**src/rtl/vga_pattern_gen.sv**
```systemverilog
// Test-pattern generator downstream of the VGA timing controller.
// Two-stage pipeline: stage 1 registers coordinates and syncs, stage 2 registers colour and outputs.
module vga_pattern_gen #(
  parameter int unsigned H_START  = 144,
  parameter int unsigned V_START  = 35,
  parameter int unsigned H_ACTIVE = 640,
  parameter int unsigned V_ACTIVE = 480,
  parameter int unsigned BOX      = 32,
  parameter int unsigned STEP     = 4
) (
  input  logic        clock_in,
  input  logic        reset,
  input  logic        hSync,
  input  logic        vSync,
  input  logic [31:0] hPixel,
  input  logic [31:0] line,
  input  logic        video_active,
  input  logic [1:0]  mode,
  input  logic [11:0] color_in,
  output logic [3:0]  red,
  output logic [3:0]  green,
  output logic [3:0]  blue,
  output logic        hSync_out,
  output logic        vSync_out,
  output logic        active_out,
  output logic [7:0]  frame_count
);

  typedef enum logic {MOVE_POS, MOVE_NEG} dir_t;

  localparam logic [11:0] STEP_W = 12'(STEP);
  localparam logic [11:0] BOX_W  = 12'(BOX);
  localparam logic [11:0] H_W    = 12'(H_ACTIVE);
  localparam logic [11:0] V_W    = 12'(V_ACTIVE);
  localparam logic [10:0] BAR_W  = 11'(H_ACTIVE / 8);

  logic [10:0] x_s1, y_s1;
  logic        hs_s1, vs_s1, act_s1;
  logic [11:0] color_s1;

  logic [1:0]  mode_r;
  logic [10:0] box_x, box_y, box_x_next, box_y_next;
  dir_t        dir_x, dir_y, dir_x_next, dir_y_next;
  logic        frame_start;

  logic [10:0] bar;
  logic        in_box;
  logic [11:0] pattern, rgb;

  // Only the low 11 bits of the counters reach the coordinate arithmetic.
  logic unused_hi;
  assign unused_hi = ^{hPixel[31:11], line[31:11]};

  // vs_s1 doubles as the registered tap of the falling-edge detector.
  assign frame_start = vs_s1 & ~vSync;

  always_ff @(posedge clock_in or negedge reset) begin
    if (!reset) begin
      x_s1     <= '0;
      y_s1     <= '0;
      hs_s1    <= 1'b1;
      vs_s1    <= 1'b1;
      act_s1   <= 1'b0;
      color_s1 <= '0;
    end else begin
      x_s1     <= hPixel[10:0] - 11'(H_START);
      y_s1     <= line[10:0] - 11'(V_START);
      hs_s1    <= hSync;
      vs_s1    <= vSync;
      act_s1   <= video_active;
      color_s1 <= color_in;
    end
  end

  always_ff @(posedge clock_in or negedge reset) begin
    if (!reset) begin
      box_x       <= '0;
      box_y       <= '0;
      dir_x       <= MOVE_POS;
      dir_y       <= MOVE_POS;
      mode_r      <= '0;
      frame_count <= '0;
    end else if (frame_start) begin
      box_x       <= box_x_next;
      box_y       <= box_y_next;
      dir_x       <= dir_x_next;
      dir_y       <= dir_y_next;
      mode_r      <= mode;
      frame_count <= frame_count + 8'd1;
    end
  end

  always_comb begin
    box_x_next = box_x;
    dir_x_next = dir_x;
    case (dir_x)
      MOVE_POS:
        if ({1'b0, box_x} + STEP_W + BOX_W >= H_W) begin
          box_x_next = 11'(H_ACTIVE - BOX);
          dir_x_next = MOVE_NEG;
        end else begin
          box_x_next = box_x + 11'(STEP);
        end
      MOVE_NEG:
        if ({1'b0, box_x} <= STEP_W) begin
          box_x_next = '0;
          dir_x_next = MOVE_POS;
        end else begin
          box_x_next = box_x - 11'(STEP);
        end
      default: ;
    endcase

    box_y_next = box_y;
    dir_y_next = dir_y;
    case (dir_y)
      MOVE_POS:
        if ({1'b0, box_y} + STEP_W + BOX_W >= V_W) begin
          box_y_next = 11'(V_ACTIVE - BOX);
          dir_y_next = MOVE_NEG;
        end else begin
          box_y_next = box_y + 11'(STEP);
        end
      MOVE_NEG:
        if ({1'b0, box_y} <= STEP_W) begin
          box_y_next = '0;
          dir_y_next = MOVE_POS;
        end else begin
          box_y_next = box_y - 11'(STEP);
        end
      default: ;
    endcase
  end

  always_comb begin
    bar    = x_s1 / BAR_W;
    in_box = ({1'b0, x_s1} >= {1'b0, box_x}) && ({1'b0, x_s1} < {1'b0, box_x} + BOX_W) &&
             ({1'b0, y_s1} >= {1'b0, box_y}) && ({1'b0, y_s1} < {1'b0, box_y} + BOX_W);
    pattern = '0;
    case (mode_r)
      2'd0:
        case (bar)
          11'd0:   pattern = 12'hFFF;
          11'd1:   pattern = 12'hFF0;
          11'd2:   pattern = 12'h0FF;
          11'd3:   pattern = 12'h0F0;
          11'd4:   pattern = 12'hF0F;
          11'd5:   pattern = 12'hF00;
          11'd6:   pattern = 12'h00F;
          default: pattern = 12'h000;
        endcase
      2'd1:    pattern = (x_s1[5] ^ y_s1[5]) ? 12'hFFF : 12'h000;
      2'd2:    pattern = in_box ? 12'hFFF : 12'h004;
      default: pattern = color_s1;
    endcase
    rgb = act_s1 ? pattern : '0;
  end

  always_ff @(posedge clock_in or negedge reset) begin
    if (!reset) begin
      red        <= '0;
      green      <= '0;
      blue       <= '0;
      hSync_out  <= 1'b1;
      vSync_out  <= 1'b1;
      active_out <= 1'b0;
    end else begin
      red        <= rgb[11:8];
      green      <= rgb[7:4];
      blue       <= rgb[3:0];
      hSync_out  <= hs_s1;
      vSync_out  <= vs_s1;
      active_out <= act_s1;
    end
  end

endmodule

```
**config.mk**
```make
export PLATFORM = sky130hd
export DESIGN_NAME = vga_pattern_gen
export DESIGN_NICKNAME = d
export VERILOG_FILES = /design/src/rtl/vga_pattern_gen.sv
export SDC_FILE = /design/constraint.sdc
export NUM_CORES = 1
export LEC_CHECK = 0
export BUFFER_PORTS_ARGS = -buffer_cell sky130_fd_sc_hd__buf_2
export CAP_MARGIN = 20
export CORE_MARGIN = 3
export CORE_UTILIZATION = 43
export CTS_CLUSTER_DIAMETER = 100
export DETAILED_ROUTE_END_ITERATION = 6
export PLACE_DENSITY = 0.65
export SLEW_MARGIN = 20
export SYNTH_ARGS = -nofsm -noshare
export SYNTH_HDL_FRONTEND = slang
export SYNTH_SLANG_ARGS = --single-unit
```
**constraint.sdc**
```tcl
create_clock -name clock_in -period 6.7 [get_ports clock_in]
set_clock_uncertainty 0.1 [all_clocks]
set_input_delay 0.67 -clock clock_in [delete_from_list [all_inputs] [get_ports clock_in]]
set_output_delay 0.67 -clock clock_in [all_outputs]
set_load 0.02 [all_outputs]
```
# After elaboration in Yosys (flattened, before gate mapping)
# Index checks and enable logic that the tools add are counted.
dict set report op_classes {
  bitwise_logic 5
  n_eq_ne 8
  magnitude_cmp 8
  n_reduce_logical 5
  n_addsub 13
  mux 17
  n_div 1
}
# op count
set op_table {}
lappend op_table {{case mux 12 bit (7 select lines)} 1}
lappend op_table {{two-way mux 11 bit} 4}
lappend op_table {{case mux 11 bit (2 select lines)} 2}
lappend op_table {{two-way mux 12 bit} 3}
lappend op_table {{case mux 12 bit (3 select lines)} 1}
lappend op_table {{equality test 11 x 3 -> 1 bit (second input constant)} 3}
lappend op_table {{adder 11 x 3 -> 12 bit (second input constant)} 2}
lappend op_table {{adder 11 x 6 -> 12 bit (second input constant)} 2}
lappend op_table {{adder 12 x 6 -> 12 bit (second input constant)} 2}
lappend op_table {{< comparator 11 x 12 -> 1 bit} 2}
lappend op_table {{adder 11 x 3 -> 11 bit (second input constant)} 2}
lappend op_table {{equality test 11 x 2 -> 1 bit (second input constant)} 2}
lappend op_table {{greater-or-equal comparator 11 bit} 2}
lappend op_table {{<= comparator 11 x 3 -> 1 bit (second input constant)} 2}
lappend op_table {{subtractor 11 x 3 -> 11 bit (second input constant)} 2}
lappend op_table {{greater-or-equal comparator 12 x 10 -> 1 bit (second input constant)} 1}
lappend op_table {{greater-or-equal comparator 12 x 9 -> 1 bit (second input constant)} 1}
lappend op_table {{divider 11 x 7 -> 11 bit (second input constant)} 1}
lappend op_table {{equality test 11 x 1 -> 1 bit (second input constant)} 1}
lappend op_table {{logical NOT 11 bit} 1}
lappend op_table {{subtractor 11 x 6 -> 11 bit (second input constant)} 1}
lappend op_table {{subtractor 11 x 8 -> 11 bit (second input constant)} 1}
lappend op_table {{adder 8 x 1 -> 8 bit (second input constant)} 1}
lappend op_table {{two-way mux 1 bit} 4}
lappend op_table {{other kinds (8)} 13}
dict set report totals {
  out_inout_bits 23
  inputBits 83
  register_bits 86
}

# Depth between registers and ports, before layout
# Gate-level depths: netlist (run 1).
dict set report depth {
  depth_word 8
  depth_mapped 12
  depth_no_buf 10
}

# Least setup slack after synthesis (run 1)
# No wires, ideal clock.
dict set report synth_path {
  kind {register to register}
  from {register box_x[5]}
  to {register red[0]}
  setup_slack_ns 4.109
  n_path_buf 1
  setup_ns 0.077
  synth_period_minus_slack_ns 2.591
  t_arrival_ns 2.413
  path_stages_with_launch 11
  path_cell_list {dfrtp_1 ha_1 xnor2_1 ha_1 a21o_1 a2111oi_0 nor2_1 a2111oi_2 a41oi_1 buf_2 a21oi_1}
}
dict set report synth_between {
  elab_chain_len 8
}
# element line
set synth_rtl {}
lappend synth_rtl {{from (decl)} 42} ;# logic [10:0] box_x, box_y, box_x_next, box_y_next;
lappend synth_rtl {{from (signal assigned)} 84} ;# box_x <= box_x_next;
lappend synth_rtl {{adder 11 x 6 -> 12 bit} 137} ;# in_box = ({1'b0, x_s1} >= {1'b0, box_x}) && ({1'b0, x_s1} < {1'b0, box_x} + BOX_W) &&
lappend synth_rtl {{< comparator 11 x 12 -> 1 bit} 137}
lappend synth_rtl {{logical AND 1 bit * (2 in series)} 137}
lappend synth_rtl {{logical AND 1 bit *} 138} ;# ({1'b0, y_s1} >= {1'b0, box_y}) && ({1'b0, y_s1} < {1'b0, box_y} + BOX_W);
lappend synth_rtl {{two-way mux 12 bit *} 153} ;# 2'd2: pattern = in_box ? 12'hFFF : 12'h004;
lappend synth_rtl {{case mux 12 bit (3 select lines) *} 140} ;# case (mode_r)
lappend synth_rtl {{two-way mux 12 bit *} 156} ;# rgb = act_s1 ? pattern : '0;
lappend synth_rtl {{net rgb[8]} 48} ;# logic [11:0] pattern, rgb;
lappend synth_rtl {{to (signal assigned)} 168} ;# red <= rgb[11:8];
lappend synth_rtl {{to (decl)} 20} ;# output logic [3:0] red,
# Mark *: on every way through the listed nets, which the timed path passes. The rest lies on a longest branch.
# A chain may end at the register's enable or synchronous reset.

# Worst setup path after layout (run 1)
dict set report layout_path {
  from {register box_x[5]}
  to {register red[3]}
}
# Same word-level chain as after synthesis.

==> run summary, run 1 <==
Non-Filler Instances = 709
Clk_lat worst skew = 0.34 ns
Placed cells = 693
Most common cell after layout, fill and taps aside = dfrtp_1
Seq pwr share = 0.377
Highest clock rate = 311 MHz
Hpwl dp = 7830 um
Total track usage = 0.182
Critical setup path kind = reg -> reg
Clk sink count = 78
Post-CTS setup buffers = 0
Syn nets = 642
Lkg Pwr = 2.48 nW
Clock Power Share = 0.272
Dominant cells by area after synthesis = dfrtp_1 38%, ha_1 12%, a21oi_1 4.4%, xnor2_1 4.1%, nand2_1 3.5%
Worst-Margin Slew = 0.920 ns
Global route overflow = 0
Yosys warns = 0
Slew margin rel. = 0.379
Post-synth ARST share = 1.00
DIE AREA = 0.0127 mm2
Post-synth EDFFs = 0
Final wirelength = 11000 um
Initial drt markers = 543
Reg2reg start = box_x[5]$_DFFE_PN0P_
Drt wl/cell = 15.5 um
CTS clk-pin slew, worst paths = 0.06 ns
Unrepaired setup endpoints after global routing = no
Critical Path RT = 6.85 ns
Root buf cell = clkbuf_16
Vias in the first global route = 3846
Clock Tree Buf Depth = 2
Final setup viols = 0
First-pass GRT wire length = 18900 um
Synth Cell Area = 0.00489 mm2
Filler Cell Count = 1011
Vias = 4081
Crit path DAT = 3.36 ns
Worst Setup End Kind = register
Sequential area share after synthesis = 0.400
Initial antenna violation count = 0
Pre-CTS setup slack = 3.56 ns
Worst r2r path cells = 9
Worst setup margin = 3.49 ns
Avg Cell Area, Syn = 9.51 um2
Post-synth top area cell = dfrtp_1
Capture point of the worst reg-to-reg path = red[3]$_DFF_PN0_
Resized Gates After CTS = 0
Core footprint = 0.0110 mm2
PnR Total Power = 1.80 mW
TritonCTS clock tree = done
# H-tree levels = 3
Top FF cell, synth = dfrtp_1
HP Class = in -> async
Pwr dens = 324 mW/mm2
NetSw = 0.697 mW
Initial core utilization = 0.445
Top-area cell type share of the netlist area = 0.379
Switching share of power = 0.386
Final GP Congestion = 0.919
CP Launch Type = register
Layout cells sized above 1 = 0.178
Ant diodes = 0
DRT Pass-1 Iters = 5
Synth Register Bits = 78
Largest net degree at the start of global routing = 79
R2R Setup Slk = 3.49 ns
# IOs = 106
Vias per cell = 5.76
Chip height = 113 um
Max-Cap Viols = 0
Tmin final = 3.21 ns
VDD IR max = 183 uV
Outcome = finished, final reports clean
CTS Buf Count = 9
Crit path max fanout = 11
PortBufs = 61
Final core utilization = 0.508
Post-synthesis cell count = 514
Antenna-violating nets left = 0
Count of cell types in the netlist = 71
Die Wd = 113 um
Nets = 692
Most frequent cells in the layout = 74 x dfrtp_1, 60 x buf_2, 45 x nand2_1, 45 x ha_1, 43 x a21oi_1
Max-slew violations = 0
Fin Setup TNS = 0 ns
Final Hold Fails = 0
Row count = 38
Comb pwr share = 0.351
Area Growth Syn to Fin = 14.0%
Int Pwr = 1.11 mW
Hold bufs inserted after CTS = 0
DRC = 0
Final period util = 0.480
==> cell type report <==
class                           instances  area (um2)  area share
Sequential cell                        78        1960       0.351
Tap cell                              140         175      0.0314
Multi-Input combinational cell        383        2710       0.486
Clock buffer                           10         229      0.0411
Clock inverter                          6        71.3      0.0128
Inverter                               29         109      0.0195
Timing Repair Buffer                   63         327      0.0586
==> registers in the layout, indices dropped and copies added, names as in the netlist <==
register	flops
green	4
active_out	1
dir_x	1
color_s1	12
vs_s1	1
hs_s1	1
frame_count	8
hSync_out	1
blue	4
y_s1	9
box_x	9
x_s1	9
red	4
mode_r	2
vSync_out	1
act_s1	1
dir_y	1
box_y	9
==> power groups by stage <==
stage | Combinational, mW | Clock [mW] | Sequential (mW)
after detailed placement | 0.627 | 0 | 0.685
after global placement | 0.607 | 0 | 0.681
after floorplan | 0.491 | 0 | 0.654
after global routing | 0.715 | 0.522 | 0.697
after CTS | 0.634 | 0.503 | 0.677
final | 0.632 | 0.492 | 0.680
==> cells in the mapped netlist, types with 5 or more instances <==
cell type and number:
o21a_1 8, nor2_1 20, nor3_1 9, xnor2_1 23, a21o_1 6, ha_1 45
buf_2 11, nand2_1 45, inv_1 26, or3_1 5, clkbuf_1 10, a21oi_1 43
xor2_1 12, o211ai_1 8, o21ai_0 33, dfrtp_1 74, o22ai_1 8, nand3_1 20
nand2b_1 12, nor4_1 7
==> metrics by stage <==
step	instance area, um2	hold slack [ns]
CTS	5570	0.259
global route	5580	0.263
floorplan	4890	0.245
finish	5580	0.252
global placement	5270	0.248
detailed placement	5270	0.250
==> worst max-delay path by stage <==
stage / end / slack (ns) / from / cells past startpoint
finish: red[3]$_DFF_PN0_ / 3.49 / box_x[5]$_DFFE_PN0P_ / 9
detailed placement: red[3]$_DFF_PN0_ / 3.56 / box_x[5]$_DFFE_PN0P_ / 9
CTS: red[3]$_DFF_PN0_ / 3.51 / box_x[5]$_DFFE_PN0P_ / 9
global placement: red[0]$_DFF_PN0_ / 3.63 / box_x[5]$_DFFE_PN0P_ / 9
floorplan: red[0]$_DFF_PN0_ / 4.11 / box_x[5]$_DFFE_PN0P_ / 10
global route: red[3]$_DFF_PN0_ / 3.31 / box_x[5]$_DFFE_PN0P_ / 10
==> cells by family after synthesis <==
| kind of cell | after synthesis | share of synthesized area |
|---|---|---|
| adders and majority gates | 46 | 0.117 |
| AOI/OAI and AO/OA | 156 | 0.215 |
| xor gates and xnor gates | 35 | 0.0627 |
| DFF | 78 | 0.400 |
| buffers and inverters | 53 | 0.0466 |
| and+or+nand+nor | 144 | 0.154 |
| muxes | 2 | 0.00435 |
==> worst max-delay path, stage by stage, from the launching register on <==
cell and delay [ns]:
dfrtp_1 0.49, ha_1 0.32, xnor2_1 0.21, ha_1 0.27, a21o_1 0.18, a2111oi_0 0.44, nor2_1 0.10, a2111oi_2 0.23
a41oi_1 0.47, a21oi_1 0.30
==> layer usage <==
metal  track usage  vias to the layer above  part of all wire
li1              -                     1982                 -
met1         0.255                     1943              0.47
met2         0.280                      137              0.46
met3        0.0361                       19             0.055
met4        0.0625                        0             0.020
met5             0                        -                 0
Note: power is estimated with default switching activity, not from simulation.
==> run 2: changes to the inputs <==
Settings changed: ABC_AREA set to 1, PLACE_DENSITY 0.65 to 0.66.
Clock period 6.7 ns to 3 ns, I/O delays scaled along.
==> run 2 against run 1 <==
Maximum frequency increased by 23%. Wire length fell by 0.48%. The flow now finishes with violations (hold timing). Largest cell class unchanged. Combinational power grew to 3.2 times the previous value. Highest routed layer unchanged.
==> run summary, run 2 <==
Outcome = finished, violations left
Failing checks = hold timing
Max-slew violations = 0
Slew margin rel. = 0.351
DIE AREA = 0.0126 mm2
Hpwl dp = 8160 um
Nets = 800
Placed cells = 784
Worst path max stage delay = 0.46 ns
Root buf cell = clkbuf_16
Critical setup path kind = reg -> reg
Clk_lat worst skew = 0.34 ns
Ant diodes = 0
Drt wl/cell = 13.3 um
# IOs = 106
First-pass GRT wire length = 19100 um
Count of cell types in the netlist = 43
PortBufs = 61
Top Layer Used = met4
Final setup viols = 0
Clk sink count = 78
TritonCTS clock tree = done
Clock Tree Buf Depth = 2
Post-synth EDFFs = 0
Post-CTS setup buffers = 0
Routed wl met3 = 508 um
Lkg Pwr = 2.99 nW
Tmin final = 2.61 ns
Core footprint = 0.0109 mm2
Unrepaired setup endpoints after global routing = no
Final Hold Fails = 11
# H-tree levels = 3
Avg Cell Area, Syn = 8.24 um2
Stages on worst setup path = 14
Commonest cells post-synth = 98 x nand2_1, 74 x dfrtp_1, 69 x nor2_1, 64 x inv_1, 45 x ha_1
Final period util = 0.869
Die Wd = 112 um
Fin Setup TNS = 0 ns
CP Cell Sequence = nand2_1, nor2_1, nand2_1, nor2_1, xor2_1, ha_1, o21a_1, and3_1, nor3b_1, nor2_1, a21oi_2, nand2_1, nand2_1, nor2_1
Final wirelength = 10900 um
Highest clock rate = 383 MHz
Non-Filler Instances = 817
Post-synth ARST share = 1.00
Synth Register Bits = 78
Top-count cell post-synth = nand2_1
CTS Buf Count = 9
Vias in the first global route = 4182
DRT Pass-1 Iters = 5
Area Growth Syn to Fin = 19.4%
Pwr dens = 782 mW/mm2
Vias per cell = 5.12
Most frequent cells in the layout = 98 x nand2_1, 72 x dfrtp_1, 68 x nor2_1
Capture point of the worst reg-to-reg path = green[2]$_DFF_PN0_
DRT met1 WL = 4900 um
Worst r2r path cells = 14
Most common cell after layout, fill and taps aside = nand2_1
Syn nets = 719
Worst Setup End Kind = register
Reg2reg start = box_y[6]$_DFFE_PN0P_
Largest net degree at the start of global routing = 79
R2R Setup Slk = 0.39 ns
DRC = 0
Critical Path Start = box_y[6]$_DFFE_PN0P_
Initial antenna violation count = 0
Vias = 4186
Worst Setup EP = green[2]$_DFF_PN0_
Worst-Margin Slew = 0.973 ns
Crit path DAT = 2.75 ns
Global route overflow = 0
Post-synth top area cell = dfrtp_1
VDD IR max = 471 uV
Top-area cell type share of the netlist area = 0.380
Chip height = 112 um
CP delay by family, top = simple AND/OR/NAND/NOR gates
Critical Path Slowest Stage Cell = dfrtp_2
Top FF cell, synth = dfrtp_1
Largest register FFs = 12
Final GP Congestion = 0.925
Sequential area share after synthesis = 0.402
Initial drt markers = 310
Synth Cell Area = 0.00487 mm2
Post-synthesis cell count = 591
Initial core utilization = 0.445
Worst Path Buf+Inv = 0
Max-Cap Viols = 0
CP Launch Type = register
PnR Total Power = 4.55 mW
Final hold slack = -0.0225 ns
Dominant cells by area after synthesis = dfrtp_1 38%, ha_1 12%, nand2_1 7.6%, xor2_1 7.0%, nor2_1 5.3%
Total track usage = 0.185
Met2 wire length = 5280 um
HP Class = in -> async
Layout cells sized above 1 = 0.174
Critical Path RT = 3.14 ns
Crit path max fanout = 9
Antenna-violating nets left = 0
Largest Register = color_s1
Final core utilization = 0.532
Yosys warns = 0
CTS clk-pin slew, worst paths = 0.07 ns
Row count = 38
run 2: changes by cell type in the layout (fill, tap and decap cells not counted), moves of 6 or more:
cell	before	now
a21oi_1	43	27
nor2_1	20	68
nand4_1	4	14
a21o_1	6	0
nand2_2	0	10
nand2b_1	12	0
inv_1	26	64
xnor2_1	23	6
nand2_1	45	98
nor4_1	7	0
dlygate4sd3_1	0	17
o21a_1	8	1
xor2_1	12	39
run 2: area by class of cell:
class | instances | area (um2)
clock buffer | 9 | 225
multi-input combinational | 427 | 2590
inverter | 72 | 270
fill | 999 | 5120
timing repair buffer | 84 | 523
clock inverter | 7 | 73.8
tap | 140 | 175
sequential | 78 | 1960
run 2: worst min-delay path by stage:
stage	start	to	slack [ns]	cells past startpoint
floorplan	reset	act_s1$_DFF_PN0_	-0.1	0
global placement	hs_s1$_DFF_PN1_	hSync_out$_DFF_PN1_	0.25	0
detailed placement	hs_s1$_DFF_PN1_	hSync_out$_DFF_PN1_	0.26	0
CTS	hPixel[4]	x_s1[4]$_DFF_PN0_	0.01	2
global route	hPixel[10]	x_s1[10]$_DFF_PN0_	0.02	2
finish	reset	box_x[10]$_DFFE_PN0P_	-0.02	1
run 2: cell families after synthesis:
group           synth area share
compound gates             0.110
xor+xnor                  0.0809
fa+ha+maj                  0.116
buf+inv                   0.0681
flops                      0.402
simple gates               0.223
run 2: layer usage:
layer  vias to the layer above  global-route usage
li1                       2108                   -
met2                       103               0.305
met1                      1953               0.232
met3                        22              0.0485
met4                         0              0.0745
met5                         -                   0
run 2: metrics by stage:
stage	area [um2]	worst slack, ns
6_report	5820	0.392
5_1_grt	5820	0.0966
3_5_place_dp	5340	0.266
4_1_cts	5810	0.231
3_3_place_gp	5340	0.352
2_1_floorplan	4870	0.592
run 2: timing repair:
action	CTS	global route
resized for setup	0	4
hold endpoints to repair	17	0
endpoints found under the setup margin	0	11
hold buffers	17	0
run 2: where the power goes:
part,internal (mW),switching (mW)
registers,1.23,0.229
clock network,0.589,0.491
logic,0.775,1.23
total,2.60,1.95
==> run 3: changes to the inputs <==
Settings changed: CORE_MARGIN 3 to unset, MAX_ROUTING_LAYER set to met4.
==> run 3 against run 2 <==
The flow now finishes without violations. Non-clock buffer count increased by 1. Sequential cell count is the same. Die area down 7.0%. Utilization increased by 0.31 points. First-iteration DRC count shrank 22%. Final area increased by 0.58%. Global-route usage is 2.4 points higher. Sequential power hardly changed. Sequential share of layout area down 0.22 points. Combinational power about the same. Wire length fell by 1.1%. Critical path type unchanged.
==> run summary, run 3 (synthesis results as in run 2) <==
Clk sink count = 78
Die Wd = 108 um
VDD IR max = 481 uV
Most common cell after layout, fill and taps aside = nand2_1
Antenna-violating nets left = 0
Reg2reg start = box_y[5]$_DFFE_PN0P_
Critical setup path kind = reg -> reg
Critical Path Start = box_y[5]$_DFFE_PN0P_
Slew margin rel. = 0.535
Worst-Margin Slew = 0.698 ns
CP Cell Sequence = clkinv_1, nor2_1, nand2_1, nor2_1, xor2_1, ha_1, o21a_1, and3_1, nor3b_1, nor2_1, a21oi_1, nand2_1, nand2_1, nor2_1
Capture point of the worst reg-to-reg path = green[3]$_DFF_PN0_
Final GP Congestion = 0.893
Clk_lat worst skew = 0.34 ns
Multi-input logic area = 0.00258 mm2
Unrepaired setup endpoints after global routing = no
TritonCTS clock tree = done
Vias per cell = 5.05
CTS clk-pin slew, worst paths = 0.06 ns
NetSw = 1.89 mW
# IOs = 106
Area Growth Syn to Fin = 20.1%
Row count = 38
Final period util = 0.890
Final Hold Fails = 0
Comb pwr share = 0.431
Total track usage = 0.209
Switching share of power = 0.408
Most used cell, CP = nor2_1
Layout cells sized above 1 = 0.170
Worst Setup End Kind = register
Worst Setup EP = green[3]$_DFF_PN0_
Global route overflow = 0
Drt wl/cell = 13.2 um
Vias in the first global route = 4067
CTS Buf Count = 9
DRT Pass-1 Iters = 6
Highest clock rate = 374 MHz
HP Class = in -> reg
Register Area = 0.00196 mm2
Largest register FFs = 12
PortBufs = 61
Root buf cell = clkbuf_16
Hold Crit Depth = 2
Outcome = finished, final reports clean
Pre-CTS setup slack = 0.324 ns
Worst r2r path cells = 14
Initial drt markers = 241
Nets = 801
Seq pwr share = 0.314
Worst path max stage delay = 0.45 ns
Crit path max fanout = 5
First-pass GRT wire length = 18400 um
Largest net degree at the start of global routing = 79
CP Launch Type = register
Worst setup margin = 0.330 ns
Tmin final = 2.67 ns
Critical Path RT = 3.13 ns
Final wirelength = 10800 um
Most frequent cells in the layout = 98 x nand2_1, 73 x dfrtp_1, 68 x nor2_1
Vias = 4134
Clock Tree Buf Depth = 2
Chip height = 108 um
# H-tree levels = 3
Ant diodes = 0
Filler Cell Count = 1027
Fin Setup TNS = 0 ns
Initial antenna violation count = 0
Core footprint = 0.0109 mm2
Critical Path Slowest Stage Cell = dfrtp_1
DIE AREA = 0.0118 mm2
Lkg Pwr = 3.00 nW
DRC = 0
Int Pwr = 2.75 mW
Largest Register = color_s1
Max-Cap Viols = 0
Max-slew violations = 0
Pwr dens = 793 mW/mm2
Clock Power Share = 0.255
Final setup viols = 0
Initial core utilization = 0.445
R2R Setup Slk = 0.33 ns
Crit path DAT = 2.80 ns
Hpwl dp = 8080 um
run 3: layer usage:
layer / up-vias / part of all wire / GRT usage
met2: 95 / 0.49 / 0.344
li1: 2107 / - / -
met4: 0 / 0.025 / 0.0888
met5: - / 0 / -
met3: 20 / 0.046 / 0.0458
met1: 1912 / 0.44 / 0.246
run 3: final cells by class:
| cell class | count | share of cell area |
|---|---|---|
| multi-input cells | 427 | 0.442 |
| flip-flops and latches | 78 | 0.335 |
| repair buffers | 85 | 0.0918 |
| inverters | 72 | 0.0462 |
| clock buffers | 10 | 0.0391 |
| well taps | 140 | 0.0299 |
| clock inverters | 6 | 0.0163 |
run 3: worst min-delay path by stage:
stage                                      to            start
after CTS                   x_s1[4]$_DFF_PN0_        hPixel[4]
after detailed placement  hSync_out$_DFF_PN1_  hs_s1$_DFF_PN1_
after floorplan              act_s1$_DFF_PN0_            reset
after global placement    hSync_out$_DFF_PN1_  hs_s1$_DFF_PN1_
after global routing       y_s1[10]$_DFF_PN0_         line[10]
final                       x_s1[4]$_DFF_PN0_        hPixel[4]
run 3: power groups by stage:
stage               clock network [mW]  logic, mW  registers, mW
finish                            1.18       2.00           1.46
floorplan                            0       1.46           1.46
CTS                               1.21       2.00           1.45
detailed placement                   0       1.97           1.47
global route                      1.26       2.29           1.49
global placement                     0       1.90           1.47
run 3: through the flow:
| step | cells | area (um2) | hold slack, ns | power (mW) | util |
|---|---|---|---|---|---|
| 6_report | 818 | 5850 | 0.0359 | 4.64 | 0.535 |
| 3_3_place_gp | 784 | 5340 | 0.250 | 3.37 | 0.488 |
| 3_5_place_dp | 784 | 5340 | 0.252 | 3.44 | 0.488 |
| 5_1_grt | 818 | 5850 | 0.0365 | 5.04 | 0.535 |
| 2_1_floorplan | 591 | 4870 | -0.0956 | 2.92 | - |
| 4_1_cts | 817 | 5830 | 0.0269 | 4.67 | 0.534 |
run 3: critical path, delay by kind of cell (launching register included):
family                     cells  cell delay (ns)
DFF                            1             0.45
and+or+nand+nor                9             1.18
buffers and inverters          1             0.12
adders and majority gates      1             0.27
AOI/OAI and AO/OA              2             0.35
xor gates and xnor gates       1             0.08
run 3: timing repair:
action | 4_1_cts | 5_1_grt
resized for setup | 0 | 1
hold endpoints to repair | 17 | 74
hold buffers | 17 | 1
setup endpoints to repair | 0 | 2
setup buffers | 0 | 0
